## config.mk

```make
export PLATFORM = sky130hd
export DESIGN_NAME = mprc_wb_unit
export DESIGN_NICKNAME = d
export VERILOG_FILES = /design/src/rtl/mprc_wb_unit.sv
export SDC_FILE = /design/constraint.sdc
export NUM_CORES = 1
export LEC_CHECK = 0
export CORE_AREA = 2 2 294 296
export DETAILED_ROUTE_END_ITERATION = 8
export DIE_AREA = 0 0 296 298
export SKIP_LAST_GASP = 1
export SLEW_MARGIN = 30
export SYNTH_ARGS = -nofsm -noshare
export SYNTH_HDL_FRONTEND = slang
export SYNTH_SLANG_ARGS = --single-unit
```

## constraint.sdc

```tcl
create_clock -name clk -period 2.9 [get_ports clk]
set_input_delay 0.58 -clock clk [delete_from_list [all_inputs] [get_ports clk]]
set_output_delay 0.58 -clock clk [all_outputs]
set_load 0.005 [all_outputs]
```

## src/rtl/mprc_wb_unit.sv

```systemverilog
// Writeback unit: evicts one dirty victim block by reading its metadata slot,
// then its data rows, and forwarding each row as a release beat.
module mprc_wb_unit #(
  parameter int ROW_BITS = 128,
  parameter int BEATS    = 4
) (
  input  logic                       clk,
  input  logic                       reset,
  input  logic                       req_valid,
  output logic                       req_ready,
  input  logic [19:0]                req_tag,
  input  logic [5:0]                 req_idx,
  input  logic [3:0]                 req_way_en,
  input  logic                       req_voluntary,
  output logic                       wb_io_meta_read_valid,
  input  logic                       wb_io_meta_read_ready,
  output logic [5:0]                 wb_io_meta_read_bits_idx,
  output logic [19:0]                wb_io_meta_read_bits_tag,
  output logic                       wb_io_data_req_valid,
  input  logic                       wb_io_data_req_ready,
  output logic [3:0]                 wb_io_data_req_bits_way_en,
  output logic [11:0]                wb_io_data_req_bits_addr,
  input  logic [ROW_BITS-1:0]        data_io_resp_0,
  input  logic [ROW_BITS-1:0]        data_io_resp_1,
  input  logic [ROW_BITS-1:0]        data_io_resp_2,
  input  logic [ROW_BITS-1:0]        data_io_resp_3,
  output logic                       release_valid,
  input  logic                       release_ready,
  output logic [25:0]                release_addr_block,
  output logic [$clog2(BEATS)-1:0]   release_beat,
  output logic [ROW_BITS-1:0]        release_data,
  output logic                       release_voluntary,
  output logic                       busy,
  output logic [5:0]                 busy_idx
);

  localparam int CNT_W = $clog2(BEATS);

  typedef enum logic [1:0] {
    S_IDLE,
    S_META,
    S_DATA
  } state_t;

  state_t r_state;
  state_t w_state_nxt;

  logic [19:0]         r_tag;
  logic [5:0]          r_idx;
  logic [3:0]          r_way_en;
  logic                r_voluntary;
  logic [CNT_W:0]      r_issue_cnt;
  logic                r_inflight;
  logic                r_buf_valid;
  logic [CNT_W-1:0]    r_buf_beat;
  logic [ROW_BITS-1:0] r_buf_data;

  logic                w_req_fire;
  logic                w_data_fire;
  logic                w_rel_fire;
  logic                w_last_fire;
  logic [ROW_BITS-1:0] w_resp [4];
  logic [ROW_BITS-1:0] w_row_sel;

  assign w_req_fire  = req_valid & (r_state == S_IDLE);
  // issue_cnt MSB set means all BEATS rows have been requested
  assign wb_io_data_req_valid = (r_state == S_DATA) & ~r_issue_cnt[CNT_W] &
                                ~r_inflight & ~r_buf_valid;
  assign w_data_fire = wb_io_data_req_valid & wb_io_data_req_ready;
  assign w_rel_fire  = r_buf_valid & release_ready;
  assign w_last_fire = w_rel_fire & (r_buf_beat == CNT_W'(BEATS - 1));

  assign w_resp[0] = data_io_resp_0;
  assign w_resp[1] = data_io_resp_1;
  assign w_resp[2] = data_io_resp_2;
  assign w_resp[3] = data_io_resp_3;

  // AND-OR way select; a non-one-hot way_en ORs the chosen rows together
  always_comb begin
    w_row_sel = '0;
    for (int i = 0; i < 4; i++) begin
      if (r_way_en[i]) w_row_sel = w_row_sel | w_resp[i];
    end
  end

  always_comb begin
    w_state_nxt = r_state;
    case (r_state)
      S_IDLE:  if (req_valid)             w_state_nxt = S_META;
      S_META:  if (wb_io_meta_read_ready) w_state_nxt = S_DATA;
      S_DATA:  if (w_last_fire)           w_state_nxt = S_IDLE;
      default:                            w_state_nxt = S_IDLE;
    endcase
  end

  always_ff @(posedge clk or negedge reset) begin
    if (!reset) r_state <= S_IDLE;
    else        r_state <= w_state_nxt;
  end

  always_ff @(posedge clk or negedge reset) begin
    if (!reset) begin
      r_tag       <= '0;
      r_idx       <= '0;
      r_way_en    <= '0;
      r_voluntary <= 1'b0;
      r_issue_cnt <= '0;
      r_inflight  <= 1'b0;
      r_buf_valid <= 1'b0;
      r_buf_beat  <= '0;
      r_buf_data  <= '0;
    end else begin
      if (w_req_fire) begin
        r_tag       <= req_tag;
        r_idx       <= req_idx;
        r_way_en    <= req_way_en;
        r_voluntary <= req_voluntary;
        r_issue_cnt <= '0;
        r_inflight  <= 1'b0;
        r_buf_valid <= 1'b0;
      end
      if (w_data_fire) begin
        r_inflight  <= 1'b1;
        r_issue_cnt <= r_issue_cnt + 1'b1;
      end
      // the row read granted last cycle is on the array outputs now
      if (r_inflight) begin
        r_buf_data  <= w_row_sel;
        r_buf_beat  <= r_issue_cnt[CNT_W-1:0] - 1'b1;
        r_buf_valid <= 1'b1;
        r_inflight  <= 1'b0;
      end
      if (w_rel_fire) r_buf_valid <= 1'b0;
    end
  end

  assign req_ready                  = (r_state == S_IDLE);
  assign busy                       = (r_state != S_IDLE);
  assign busy_idx                   = r_idx;
  assign wb_io_meta_read_valid      = (r_state == S_META);
  assign wb_io_meta_read_bits_idx   = r_idx;
  assign wb_io_meta_read_bits_tag   = r_tag;
  assign wb_io_data_req_bits_way_en = r_way_en;
  assign wb_io_data_req_bits_addr   = {r_idx, r_issue_cnt[CNT_W-1:0], 4'b0000};
  assign release_valid              = r_buf_valid;
  assign release_addr_block         = {r_tag, r_idx};
  assign release_beat               = r_buf_beat;
  assign release_data               = r_buf_data;
  assign release_voluntary          = r_voluntary;

endmodule

```

==> reports/results.ini, run 1 <==
[global_route]
antenna_found_initial = 1
grt_use_met1 = 0.113
grt_pass1_vias = 10000
grt_max_degree = 155
use_met2 = 0.170
busiest_layer = met2
grt_pass1_wl_um = 65200
grt_usage = 0.100
grt.overflow.total = 0
use_met3 = 0.0275

[detailed_routing]
vias = 9972
ant_nets = 0
vias_per_cell = 3.71
routed_wl_um = 46800
drtIter0Drc = 637
wl_per_cell_um = 17.4
route.detailed.drc = 0
dr.pass1.iters = 5

[floorplan]
io_pins = 759
fp.coreArea_um2 = 84900
initial_core_util = 0.103
die_w_um = 296
fp.dieH_um = 298
die_area_um2 = 88200
row_count = 107

[status]
status = completed

[pwr]
pwr-share-seq = 0.287
leakagePower_nw = 6.72
p_switching_w = 0.00610
cellInternalPower_w = 0.00953
clkPwrFrac = 0.159
ir_worst_vdd_v = 0.000558
comb_power_share = 0.554
p_per_area_nw_per_um2 = 874
swShare = 0.390

[yosys]
netlist_area_um2 = 8730
synth-seq-cells = 168
syn_inst = 869
yosysSeqAreaShare = 0.482
synth_area_per_cell_um2 = 10.0
post_synth_num_cell_types = 26
yosysWarnings = 0

[clock_network]
numCtsBuffers = 17
htree_num_levels = 4
path_clk_slew_ps = 80
clockBufferDepth = 2
cts_num_sinks = 168
root_buffer = clkbuf_16
hold_buffers = 0
insertion_delay_ps = 480
cts_resized = 0
post_cts.repair.setup_buffers = 0
cts_tree = yes

[sta]
finalSetupViolCount = 0
slew_headroom = 0.326
fin_crit_sh = 0.873
fin_skew_ps = 14.2
worstMarginPinSlew_ps = 1010
maxSlewViolCount = 0
fin_setup_tns_ps = 0
period_minus_slack_ps = 2530
rsz0062_at_grt = false
fmax_mhz = 395
finalHoldViolCount = 0
fin_hold_ws_ps = 160

[finish]
final_common_cell = clkdlybuf4s50_1
layout_common_cells = clkdlybuf4s50_1, a22oi_1, dfrtp_1, nor2_1, a31oi_1
finish.net_count = 2078
drive_gt1_frac = 0.0565
fin_area_um2 = 17900
area_delta_synth_final_pct = 105
diodes = 0

[critical_path]
endpoint_kind = output port
cp_max_fo = 5
worstSetupPathType = flop to output port
cp.required_ps = 2320
cp.arrival_ps = 1950
r2r_slack_ps = 920
critPathLaunchType = flop

[placement]
hpwlAfterDp_um = 36000
placed_cell_area_um2 = 17300
port_buffers = 754
gp_congestion = 0.852

[job]
maxCapViolCount = 0

[hold_path]
min_path_type = input pin to async pin

## worst paths after layout
kind,startpoint,endpoint,cells past startpoint
worst max-delay path,r_state[0],wb_io_data_req_valid,3
worst min-delay path,reset,wb_io_meta_read_bits_tag[12],1
worst max register to register,r_inflight,release_data[45],4
worst min register to register,r_issue_cnt[2],r_issue_cnt[2],1
max in group asynchronous,reset,release_data[50],2
min in group clk,r_issue_cnt[2],r_issue_cnt[2],1
## final cells by class
class	count	area, um2
fillers	9403	67000
repair buffers	770	7800
flip-flops and latches	168	4220
multi-input cells	566	3800
well taps	1144	1430
clock buffers	17	425
clock inverters	15	183
inverters	5	18.8
## synth_stat cells (all sizes together)
cell type / number / share of area
inv: 5 / 0.0021
nor2: 129 / 0.055
o21ai: 1 / 0.00057
a31oi: 128 / 0.092
nand2b: 1 / 0.00072
or3b: 1 / 0.0010
buf: 65 / 0.053
dfrtp: 168 / 0.48
and2: 1 / 0.00072
mux2: 32 / 0.052
nor4: 1 / 0.00072
a21oi: 2 / 0.0011
clkbuf: 68 / 0.029
a22o: 2 / 0.0020
mux2i: 3 / 0.0034
ha: 1 / 0.0014
nand2: 2 / 0.00086
a41oi: 1 / 0.0010
a22oi: 256 / 0.22
conb: 1 / 0.00043
nand3: 1 / 0.00057
## through the flow
stage           util  instances  setup slack (ps)  power (W)
2_1_floorplan      -        872              1270    0.00825
3_3_place_gp   0.203       2653               665     0.0132
3_5_place_dp   0.203       2653               672     0.0132
4_1_cts        0.211       2685               308     0.0159
5_1_grt        0.211       2685               203     0.0167
6_report       0.211       2685               368     0.0156
## layer usage
metal | wire (um) | part of all wire
met1 | 17900 | 0.38
met2 | 22700 | 0.49
met3 | 4360 | 0.093
met4 | 1850 | 0.039
met5 | 13 | 0.00028
## state kept, by name, summed over array words and instances, names as in the netlist
name and flops:
busy_idx 6, r_inflight 1, r_issue_cnt 3, r_state 2, release_beat 2, release_data 128, release_valid 1, release_voluntary 1
wb_io_data_req_bits_way_en 4, wb_io_meta_read_bits_tag 20
## power by group through the flow
| stage | Sequential, W | Combinational [W] | Clock [W] |
|---|---|---|---|
| final | 0.00449 | 0.00865 | 0.00249 |
| after global routing | 0.00465 | 0.00932 | 0.00270 |
| after CTS | 0.00450 | 0.00873 | 0.00263 |
| after detailed placement | 0.00451 | 0.00871 | 0 |
| after global placement | 0.00450 | 0.00871 | 0 |
| after floorplan | 0.00430 | 0.00396 | 0 |
## cell families after synthesis
kind of cell / after synthesis / share of synthesized area
AOI/OAI and AO/OA: 390 / 0.317
adders and majority gates: 1 / 0.00143
buffers and inverters: 138 / 0.0846
DFF: 168 / 0.482
muxes: 35 / 0.0555
other: 1 / 0.000430
and+or+nand+nor: 136 / 0.0600
## critical path, cell delays in order (launching register included)
cell and delay [ps]:
dfrtp_1 430, nor4_1 340, and2_1 170, clkdlybuf4s50_1 530
(Power assumes the default switching activity.)
==> run 2, diff against run 1 <==
--- a/config.mk
+++ b/config.mk
@@ -8,6 +8,7 @@
 export CORE_AREA = 2 2 294 296
 export DETAILED_ROUTE_END_ITERATION = 8
 export DIE_AREA = 0 0 296 298
+export PLACE_DENSITY = 0.38
 export SKIP_LAST_GASP = 1
 export SLEW_MARGIN = 30
 export SYNTH_ARGS = -nofsm -noshare
==> run 2 against run 1 <==
Compared with the run above:
- fmax down 2.0%
- die area is the same
- routed wire length increased by 9.9%
- sequential power up 1%
- sequential share of layout area increased by 0.066 points
- cell count hardly changed
- combinational power about the same
==> reports/results.ini, run 2 (synthesis gave the netlist of run 1 again) <==
[finish]
post-route-util = 0.210
area_delta_synth_final_pct = 104
final_cell_count_no_fill = 2687
finish.net_count = 2079
layout_common_cells = clkdlybuf4s50_1, a22oi_1, dfrtp_1, nor2_1, a31oi_1
final_common_cell = clkdlybuf4s50_1
seq_area_um2 = 4220
drive_gt1_frac = 0.0571
largest_reg_flops = 128
multi_input_area_um2 = 3800
fillers = 9314
fin_area_um2 = 17800

[clock_network]
path_clk_slew_ps = 80
hold_buffers = 0
numCtsBuffers = 17
cts_num_sinks = 168
clockBufferDepth = 2
htree_num_levels = 4
cts_resized = 0
root_buffer = clkbuf_16
cts_tree = yes
post_cts.repair.setup_buffers = 0
insertion_delay_ps = 480

[pwr]
leakagePower_nw = 6.70
ir_worst_vdd_v = 0.000588
p_per_area_nw_per_um2 = 875

[detailed_routing]
vias = 9866
vias_per_cell = 3.67
top_layer = met4
wl_met1_um = 19600
ant_nets = 0
wl_per_cell_um = 19.1
drtIter0Drc = 391
routed_wl_um = 51400
dr.pass1.iters = 5
wl_met3_um = 3770
route.met2.wl_um = 27100
route.detailed.drc = 0

[critical_path]
worstSetupPathType = flop to output port
critical-path-slowest-cell = dfrtp_4
cp.required_ps = 2320
cp.buffers_inverters = 1
critPathLaunchType = flop
cp_max_fo = 5
endpoint_kind = output port
cpPeakStageDelay_ps = 520
cp.arrival_ps = 2000
critical_path.cell_chain = nor4_1 > and2_1 > clkdlybuf4s50_1
critPathTopFamily = flip-flops

[placement]
placed_cell_area_um2 = 17300
port_buffers = 754
gp_congestion = 0.821
hpwlAfterDp_um = 39000
dp_cells = 2654

[sta]
fmax_mhz = 387
fin_hold_ws_ps = 144
fin_setup_tns_ps = 0
finalHoldViolCount = 0
slew_headroom = 0.488
worstMarginPinSlew_ps = 767
maxSlewViolCount = 0
fin_skew_ps = 18.1
finalSetupViolCount = 0
rsz0062_at_grt = false
fin_crit_sh = 0.891
period_minus_slack_ps = 2580

[status]
status = completed

[global_route]
antenna_found_initial = 1
grt_pass1_vias = 10400
grt_pass1_wl_um = 71600
grt_usage = 0.112
grt_max_degree = 137
grt.overflow.total = 0

[floorplan]
row_count = 107
fp.dieH_um = 298
die_area_um2 = 88200
die_w_um = 296
io_pins = 759
fp.coreArea_um2 = 84900
initial_core_util = 0.103

[hold_path]
min_path_type = input pin to async pin

[job]
maxCapViolCount = 0

## run 2: cell types whose count changed in the layout (fill, tap and decap cells not counted)
| cell | change |
|---|---|
| clkbuf_8 | +1 |
| buf_4 | +3 |
| bufinv_16 | -1 |
| clkinv_2 | +1 |
| buf_12 | -2 |
| diode_2 | +1 |
| inv_6 | +1 |
| clkinv_8 | -2 |
## run 2: stage by stage
step	total power, W	setup WS (ps)
6_report	0.0156	317
5_1_grt	0.0168	178
3_5_place_dp	0.0134	465
3_3_place_gp	0.0134	468
4_1_cts	0.0160	241
2_1_floorplan	0.00825	1270
## run 2: final cells by class
cell class	count	area share
Antenna cell	1	0.000140
Tap cell	1144	0.0803
Clock buffer	18	0.0246
Clock inverter	14	0.00751
Timing Repair Buffer	771	0.436
Multi-Input combinational cell	566	0.213
Sequential cell	168	0.237
Inverter	5	0.00105
## run 2: power by group
group	leakage, nW	internal (W)	switching (W)
Sequential	1.79	0.00352	0.00102
Combinational	4.63	0.00472	0.00393
Clock	0.278	0.00116	0.00125
## run 2: worst register-to-register path, delay by kind of cell, from the launching register on
kind                   cells  cell delay [ps]
AOI/OAI and AO/OA          1              170
and+or+nand+nor            1              310
buffers and inverters      2              960
DFF                        1              460
## run 2: worst paths after layout
| path | start | to | slack [ps] | cells past startpoint |
|---|---|---|---|---|
| hold reg to reg | r_issue_cnt[2] | r_issue_cnt[2] | 510 | 1 |
| setup reg to reg | r_inflight | release_data[63] | 910 | 4 |
| setup / recovery | r_inflight | wb_io_data_req_valid | 320 | 3 |
| min in group clk | r_issue_cnt[2] | r_issue_cnt[2] | 510 | 1 |
| max in group asynchronous | reset | wb_io_data_req_bits_way_en[3] | 2020 | 2 |
| hold / removal | reset | release_data[18] | 140 | 1 |
## run 2: metal layers
| layer | vias up | track usage |
|---|---|---|
| met5 | - | 0 |
| met4 | 0 | 0.0354 |
| met3 | 40 | 0.0337 |
| met2 | 457 | 0.206 |
| met1 | 4721 | 0.121 |
| li1 | 4648 | - |
